## config.mk

```make
export PLATFORM = sky130hd
export DESIGN_NAME = mag16_cordic
export DESIGN_NICKNAME = d
export VERILOG_FILES = /design/src/rtl/mag16_cordic.sv
export SDC_FILE = /design/constraint.sdc
export NUM_CORES = 2
export LEC_CHECK = 0
export ABC_AREA = 1
export CORE_ASPECT_RATIO = 1.75
export CORE_MARGIN = 2
export CORE_UTILIZATION = 47
export CTS_CLUSTER_DIAMETER = 150
export DETAILED_ROUTE_END_ITERATION = 10
export SLEW_MARGIN = 15
export SYNTH_ARGS = -nofsm -noshare
export SYNTH_HDL_FRONTEND = slang
export SYNTH_SLANG_ARGS = --single-unit
export TNS_END_PERCENT = 100
```

## constraint.sdc

```tcl
create_clock -name clk -period 6.26 [get_ports clk]
set_input_delay 0.626 -clock clk [delete_from_list [all_inputs] [get_ports clk]]
set_output_delay 0.626 -clock clk [all_outputs]
set_load 0.01 [all_outputs]
```

## src/rtl/mag16_cordic.sv

```systemverilog
// I/Q magnitude sqrt(x^2+y^2) via CORDIC vectoring and 1/K gain compensation.
// Latency STAGES+3 clocks, one sample per clock; no backpressure, ov is iv delayed.
module mag16_cordic #(
  parameter int STAGES = 12,
  parameter int GUARD  = 2,
  parameter int KGAIN  = 39797
) (
  input  logic        clk,
  input  logic        rst,
  input  logic [15:0] x,
  input  logic [15:0] y,
  input  logic        iv,
  output logic [15:0] m,
  output logic        ov
);

  localparam int W  = 17 + GUARD + 1;
  localparam int PW = (W - 1) + 16;
  localparam int RS = GUARD + 16;
  localparam logic [15:0] KG = 16'(KGAIN);

  logic [16:0]         w_ax;
  logic [16:0]         w_ay;
  logic [PW-1:0]       w_round;
  logic                w_unused;

  logic signed [W-1:0] r_x [0:STAGES];
  logic signed [W-1:0] r_y [0:STAGES];
  logic [PW-1:0]       r_p;
  logic [STAGES+2:0]   r_v;

  // 17-bit magnitudes keep |-32768| exact
  assign w_ax = x[15] ? (17'd0 - {1'b1, x}) : {1'b0, x};
  assign w_ay = y[15] ? (17'd0 - {1'b1, y}) : {1'b0, y};

  always_ff @(posedge clk) begin
    r_x[0] <= $signed({1'b0, w_ax, {GUARD{1'b0}}});
    r_y[0] <= $signed({1'b0, w_ay, {GUARD{1'b0}}});
    for (int i = 0; i < STAGES; i++) begin
      if (!r_y[i][W-1]) begin
        r_x[i+1] <= r_x[i] + (r_y[i] >>> i);
        r_y[i+1] <= r_y[i] - (r_x[i] >>> i);
      end else begin
        r_x[i+1] <= r_x[i] - (r_y[i] >>> i);
        r_y[i+1] <= r_y[i] + (r_x[i] >>> i);
      end
    end
    // X stays non-negative through vectoring, so the sign bit is dropped
    r_p <= PW'(r_x[STAGES][W-2:0]) * PW'(KG);
  end

  assign w_round = r_p + (PW'(1) << (RS - 1));

  always_ff @(posedge clk or posedge rst) begin
    if (rst) begin
      r_v <= '0;
      m   <= '0;
    end else begin
      r_v <= {r_v[STAGES+1:0], iv};
      if (r_v[STAGES+1]) begin
        m <= w_round[RS +: 16];
      end
    end
  end

  assign ov = r_v[STAGES+2];

  assign w_unused = ^{r_y[STAGES], r_x[STAGES][W-1], w_round[RS-1:0], w_round[PW-1:RS+16]};

endmodule

```

Yosys cells after proc, flatten, opt, wreduce, memory -nomap -nowiden
Memories as Yosys holds them, arrays and structs flattened.
Index checks and enable logic that the tools add are counted.
{"block": "op_classes", "n_mul": 1, "muxes": 50, "bitwise_logic": 24, "n_addsub": 50}
{"operator": "20-bit 2-to-1 mux", "count": 24}
{"operator": "20-bit by 10-bit adder with 20-bit output", "count": 2}
{"operator": "20-bit by 11-bit adder with 20-bit output", "count": 2}
{"operator": "20-bit by 12-bit adder with 20-bit output", "count": 2}
{"operator": "20-bit by 13-bit adder with 20-bit output", "count": 2}
{"operator": "20-bit by 14-bit adder with 20-bit output", "count": 2}
{"operator": "20-bit by 15-bit adder with 20-bit output", "count": 2}
{"operator": "20-bit by 16-bit adder with 20-bit output", "count": 2}
{"operator": "20-bit by 17-bit adder with 20-bit output", "count": 2}
{"operator": "20-bit by 18-bit adder with 20-bit output", "count": 2}
{"operator": "20-bit by 19-bit adder with 20-bit output", "count": 2}
{"operator": "20-bit by 9-bit adder with 20-bit output", "count": 2}
{"operator": "20-bit by 10-bit subtractor with 20-bit output", "count": 2}
{"operator": "20-bit by 11-bit subtractor with 20-bit output", "count": 2}
{"operator": "20-bit by 12-bit subtractor with 20-bit output", "count": 2}
{"operator": "20-bit by 13-bit subtractor with 20-bit output", "count": 2}
{"operator": "20-bit by 14-bit subtractor with 20-bit output", "count": 2}
{"operator": "20-bit by 15-bit subtractor with 20-bit output", "count": 2}
{"operator": "20-bit by 16-bit subtractor with 20-bit output", "count": 2}
{"operator": "20-bit by 17-bit subtractor with 20-bit output", "count": 2}
{"operator": "20-bit by 18-bit subtractor with 20-bit output", "count": 2}
{"operator": "20-bit by 19-bit subtractor with 20-bit output", "count": 2}
{"operator": "20-bit subtractor", "count": 2}
{"operator": "20-bit by 9-bit subtractor with 20-bit output", "count": 2}
{"operator": "7 further kinds", "count": 55}
{"block": "word_totals", "mem_bits_rw": 520, "n_memories": 2, "inputBits": 35, "wordCells": 130, "register_bits": 65, "out_inout_bits": 17}
{"name": "r_x", "depth": 13, "word_bits": 20, "rd": 13, "rd_clocked_by_memory_dff": 0, "write_ports": 13, "line_no": "27", "source": "logic signed [W-1:0] r_x [0:STAGES];"}
{"name": "r_y", "depth": 13, "word_bits": 20, "rd": 12, "rd_clocked_by_memory_dff": 0, "write_ports": 13, "line_no": "28", "source": "logic signed [W-1:0] r_y [0:STAGES];"}

Logic depth before layout (Yosys ltp)
{"block": "logic_depth", "ltp_word": 2, "ltp_mapped": 23, "ltp_nobuf": 23}

Worst setup path before layout
No wires, ideal clock.
{"block": "synth_path", "path_type": "flip-flop to flip-flop", "from": "memory r_x[12][6] (netlist bit)", "to": "register r_p[18]", "path_stages_with_launch": 22, "period_less_slack_ps": 4927, "arrival_time_ps": 4815, "t_required_ps": 6148, "path_slack_ps": 1333, "n_path_buf": 0, "setup_time_ps": 112, "cell_sequence": "dfxtp_1 -> inv_1 -> fa_1 -> fa_1 -> inv_1 -> fa_1 -> inv_1 -> fa_1 -> inv_1 -> fa_1 -> inv_1 -> fa_1 -> inv_1 -> ha_1 -> nand2_1 -> inv_1 -> a21oi_1 -> o21bai_1 -> a21oi_1 -> inv_1 -> nand2_1 -> nand2_1"}
{"element": "start: declaration", "line_no": "27"}
{"element": "end signal: assignment", "line_no": "49", "source": "r_p <= PW'(r_x[STAGES][W-2:0]) * PW'(KG);"}
{"element": "end: declaration", "line_no": "29", "source": "logic [PW-1:0] r_p;"}

==> results by group <==
Synth
  – Average cell area after synthesis: 6.78 µm²
  – Post-synthesis cell type count: 47
  – Flip-flop cell with the highest count after synthesis: sky130_fd_sc_hd__dfxtp_1
  – Biggest area contributors in the synthesized netlist: sky130_fd_sc_hd__dfxtp_1 20%, sky130_fd_sc_hd__ha_1 15%, sky130_fd_sc_hd__nand2_1 14%
  – Register area share after synthesis: 21.6%
  – Mapped Cells: 7220
  – Area share of the largest cell type after synthesis: about 20%
  – Synthesis-stage register bit count: 521
  – Netlist area before placement: roughly 50000 µm²
  – Largest area contributor in the synthesized netlist: sky130_fd_sc_hd__dfxtp_1
  – EDFF count, synth: 0
  – FFs w/ async S/R, synth: 5.95%
  – Number of warning messages in the yosys log: 0

Finish
  – Share of final-layout standard cells stronger than drive strength 1: 2.10%
  – Synth-to-layout area growth: 7.89%
  – Number of inserted filler cells in the final layout: about 11000
  – Commonest cells after routing, fill and taps aside: 1805 x sky130_fd_sc_hd__nand2_1, 1150 x sky130_fd_sc_hd__inv_1, 719 x sky130_fd_sc_hd__nor2_1, 583 x sky130_fd_sc_hd__ha_1, 514 x sky130_fd_sc_hd__a21oi_1
  – Most frequent standard cell in the layout excluding fill and tap cells: sky130_fd_sc_hd__nand2_1
  – Final antenna diode count: 0
  – Number of nets in the layout: 8050

Floorplan
  – Core box area: 103000 µm²
  – Die boundary height: 431 µm
  – Die width: 248 µm
  – Boundary Pins: between 50 and 60
  – Row Count: 156
  – Die Outline Area: 107000 µm²
  – Initial Util: between 40% and 50%

Critical path
  – Crit path launch type: flop
  – Kind of end point of the critical path: flop
  – Critical path arrival: about 6 ns
  – Cell Chain, Critical Path: inv_1 > fa_1 > fa_1 > inv_1 > fa_1 > inv_1 > fa_1 > inv_1 > fa_1 > inv_1 > fa_1 > inv_1 > ha_1 > nand2_1 > inv_1 > a21oi_1 > o21bai_1 > a21oi_1 > inv_1 > nand2_1 > nand2_1
  – Worst R2R End: r_p[18]
  – R2R cell count: 21
  – Buffers plus inverters on the worst setup path: 8
  – Classification of the worst setup path: flop to flop
  – Worst path top cell family by delay: adder cells
  – FF-to-FF setup slack: between 0.6 and 0.7 ns
  – Critical-path top delay cell: sky130_fd_sc_hd__dfxtp_1
  – Crit path required time: 6.83 ns
  – Startpoint of the worst-slack reg-to-reg timing path: r_x[12][7]
  – Stage delay of the slowest cell on the critical path: 0.58 ns
  – Top fanout value on the critical path: 6
  – Crit-path most repeated cell: sky130_fd_sc_hd__inv_1

Timing
  – Count of endpoints failing hold in the final timing report: 0
  – Number of failing setup endpoints in the final timing report: 0
  – Final clock period utilization by the worst path: 89.3%
  – Fin. max-slew vios: 0
  – Shortest clock period the worst path allows after layout: 5.59 ns
  – Clock Skew: 0.0329 ns
  – RSZ-0062 raised after global routing: no
  – TNS Setup: 0 ns
  – Worst-case headroom to the max-slew limit: 27.9%
  – Transition time at the pin with the least slew margin: 1.07 ns
  – Peak Freq: 179 MHz

CTS
  – Clock tree buffer depth: 3
  – Deepest level of the CTS H-tree: 2
  – Number of buffers added to fix hold violations after cts: 0
  – CTS tree: built
  – Root Buffer Master: sky130_fd_sc_hd__clkbuf_16
  – CTS clk-pin slew, worst paths: 0.07 ns
  – Post-CTS Resized: 0
  – Setup Buffers After CTS: 0
  – Clock network latency to the later pin of the worst-skew pair: 0.67 ns
  – Clock sink count: 521
  – Number of buffers added by the clock tree synthesis step: 56

Drt
  – Via-per-instance ratio: around 5.2
  – Average wire length per cell after detail routing: 18.2 µm
  – Total vias in the final route: approximately 45000
  – Remaining DRCs: 0
  – DRT Wirelength: 158 mm
  – Iteration-0 DRC count of the detailed router: 1876
  – TritonRoute pass-1 iters: 6
  – Count of antenna-violating nets left after detailed routing: 0

Global route
  – GRT Util Overall: roughly 30%
  – Antenna violations before repair: 2
  – Via count of the first global-routing pass: 46700
  – Global-route wire length before repair: roughly 240 mm
  – Pin count of the biggest net entering global routing: 32
  – Remaining global-route overflow: 0

Placement
  – Final weighted congestion in routability-driven placement: 0.971
  – I/O Buffers: 51
  – Sum of net half-perimeters after detailed placement: 135 mm

Job
  – Maximum Capacitance Violations: 0

Worst hold path
  – Worst hold path depth: 0
  – Worst hold path startpoint: r_v[3]
  – Worst Hold End: r_v[4]
  – Tightest Hold Check Type: flop to flop

Outcome
  – Run status: finished clean
-- final cells by class --
class	instances	area (µm²)	area share [%]
multi-input combinational	5495	33800	64.0
sequential	521	10600	20.1
inverter	1157	4340	8.23
tap	1343	1680	3.18
clock buffer	64	1480	2.81
timing repair buffer	55	541	1.02
clock inverter	40	370	0.702
-- cells in the mapped netlist (3+ instances only) --
cell type and n:
sky130_fd_sc_hd__inv_1 1151, sky130_fd_sc_hd__inv_2 4, sky130_fd_sc_hd__xnor2_1 134, sky130_fd_sc_hd__fa_1 146
sky130_fd_sc_hd__buf_1 3, sky130_fd_sc_hd__o21ai_1 9, sky130_fd_sc_hd__a31oi_1 21, sky130_fd_sc_hd__o21bai_1 84
sky130_fd_sc_hd__nor2_2 11, sky130_fd_sc_hd__nand3b_1 27, sky130_fd_sc_hd__nand3_1 460, sky130_fd_sc_hd__buf_2 19
sky130_fd_sc_hd__and2_1 19, sky130_fd_sc_hd__nor4_1 30, sky130_fd_sc_hd__o21a_1 6, sky130_fd_sc_hd__a21oi_1 514
sky130_fd_sc_hd__xor2_1 408, sky130_fd_sc_hd__nor3_1 82, sky130_fd_sc_hd__o211ai_1 3, sky130_fd_sc_hd__a21boi_0 42
sky130_fd_sc_hd__nand4_1 74, sky130_fd_sc_hd__clkbuf_2 3, sky130_fd_sc_hd__a21o_1 27, sky130_fd_sc_hd__clkbuf_1 21
sky130_fd_sc_hd__o21ai_2 8, sky130_fd_sc_hd__nand2_1 1805, sky130_fd_sc_hd__o31ai_1 17, sky130_fd_sc_hd__ha_1 583
sky130_fd_sc_hd__nor3_2 10, sky130_fd_sc_hd__o21ai_0 233, sky130_fd_sc_hd__nor2_1 719, sky130_fd_sc_hd__or2_2 7
sky130_fd_sc_hd__dfrtp_1 31, sky130_fd_sc_hd__dfxtp_1 490, sky130_fd_sc_hd__nand2_2 3
-- sequential cells by signal (all words and copies together), names as in the netlist --
signal / cells
r_v: 15
r_y: 221
m: 16
r_p: 17
r_x: 252
-- per-layer routing --
metal	wire (µm)	GRT usage (%)	part of all wire, %
met2	87700	59.9	56
met5	26	0	0.016
met3	4380	3.45	2.8
met1	49800	24.1	32
met4	16100	25.8	10
-- worst max-delay path by stage --
stage	to	from	cells past startpoint	slack [ns]
finish	r_p[18]	r_x[12][7]	21	0.67
global route	r_p[18]	r_x[12][7]	21	0.34
CTS	r_p[18]	r_x[12][7]	21	0.64
detailed placement	r_p[18]	r_x[12][7]	21	0.69
global placement	r_p[18]	r_x[12][7]	21	0.66
floorplan	r_p[18]	r_x[12][6]	21	1.33
-- logic make-up after synthesis --
group / Yosys count / synth area share, %
and+or+nand+nor: 3254 / 27.5
buffers and inverters: 1205 / 9.32
AOI/OAI and AO/OA: 968 / 11.0
adders and majority gates: 729 / 20.9
xor gates and xnor gates: 542 / 9.70
DFF: 521 / 21.6
other: 1 / 0.00767
-- metrics by stage --
| step | hold slack [ns] | instance area (µm²) | instances | util (%) | setup slack [ns] |
|---|---|---|---|---|---|
| 2_1_floorplan | 0.331 | 48900 | 7221 | - | 1.33 |
| 3_3_place_gp | 0.336 | 50900 | 8571 | 49.3 | 0.655 |
| 3_5_place_dp | 0.337 | 50900 | 8571 | 49.3 | 0.686 |
| 4_1_cts | 0.310 | 52800 | 8675 | 51.1 | 0.645 |
| 5_1_grt | 0.323 | 52800 | 8675 | 51.1 | 0.336 |
| 6_report | 0.322 | 52800 | 8675 | 51.1 | 0.669 |
Power is left out: the tool's default activity adds up to more than one toggle a clock period on the data nets, which glitch-free logic cannot reach.
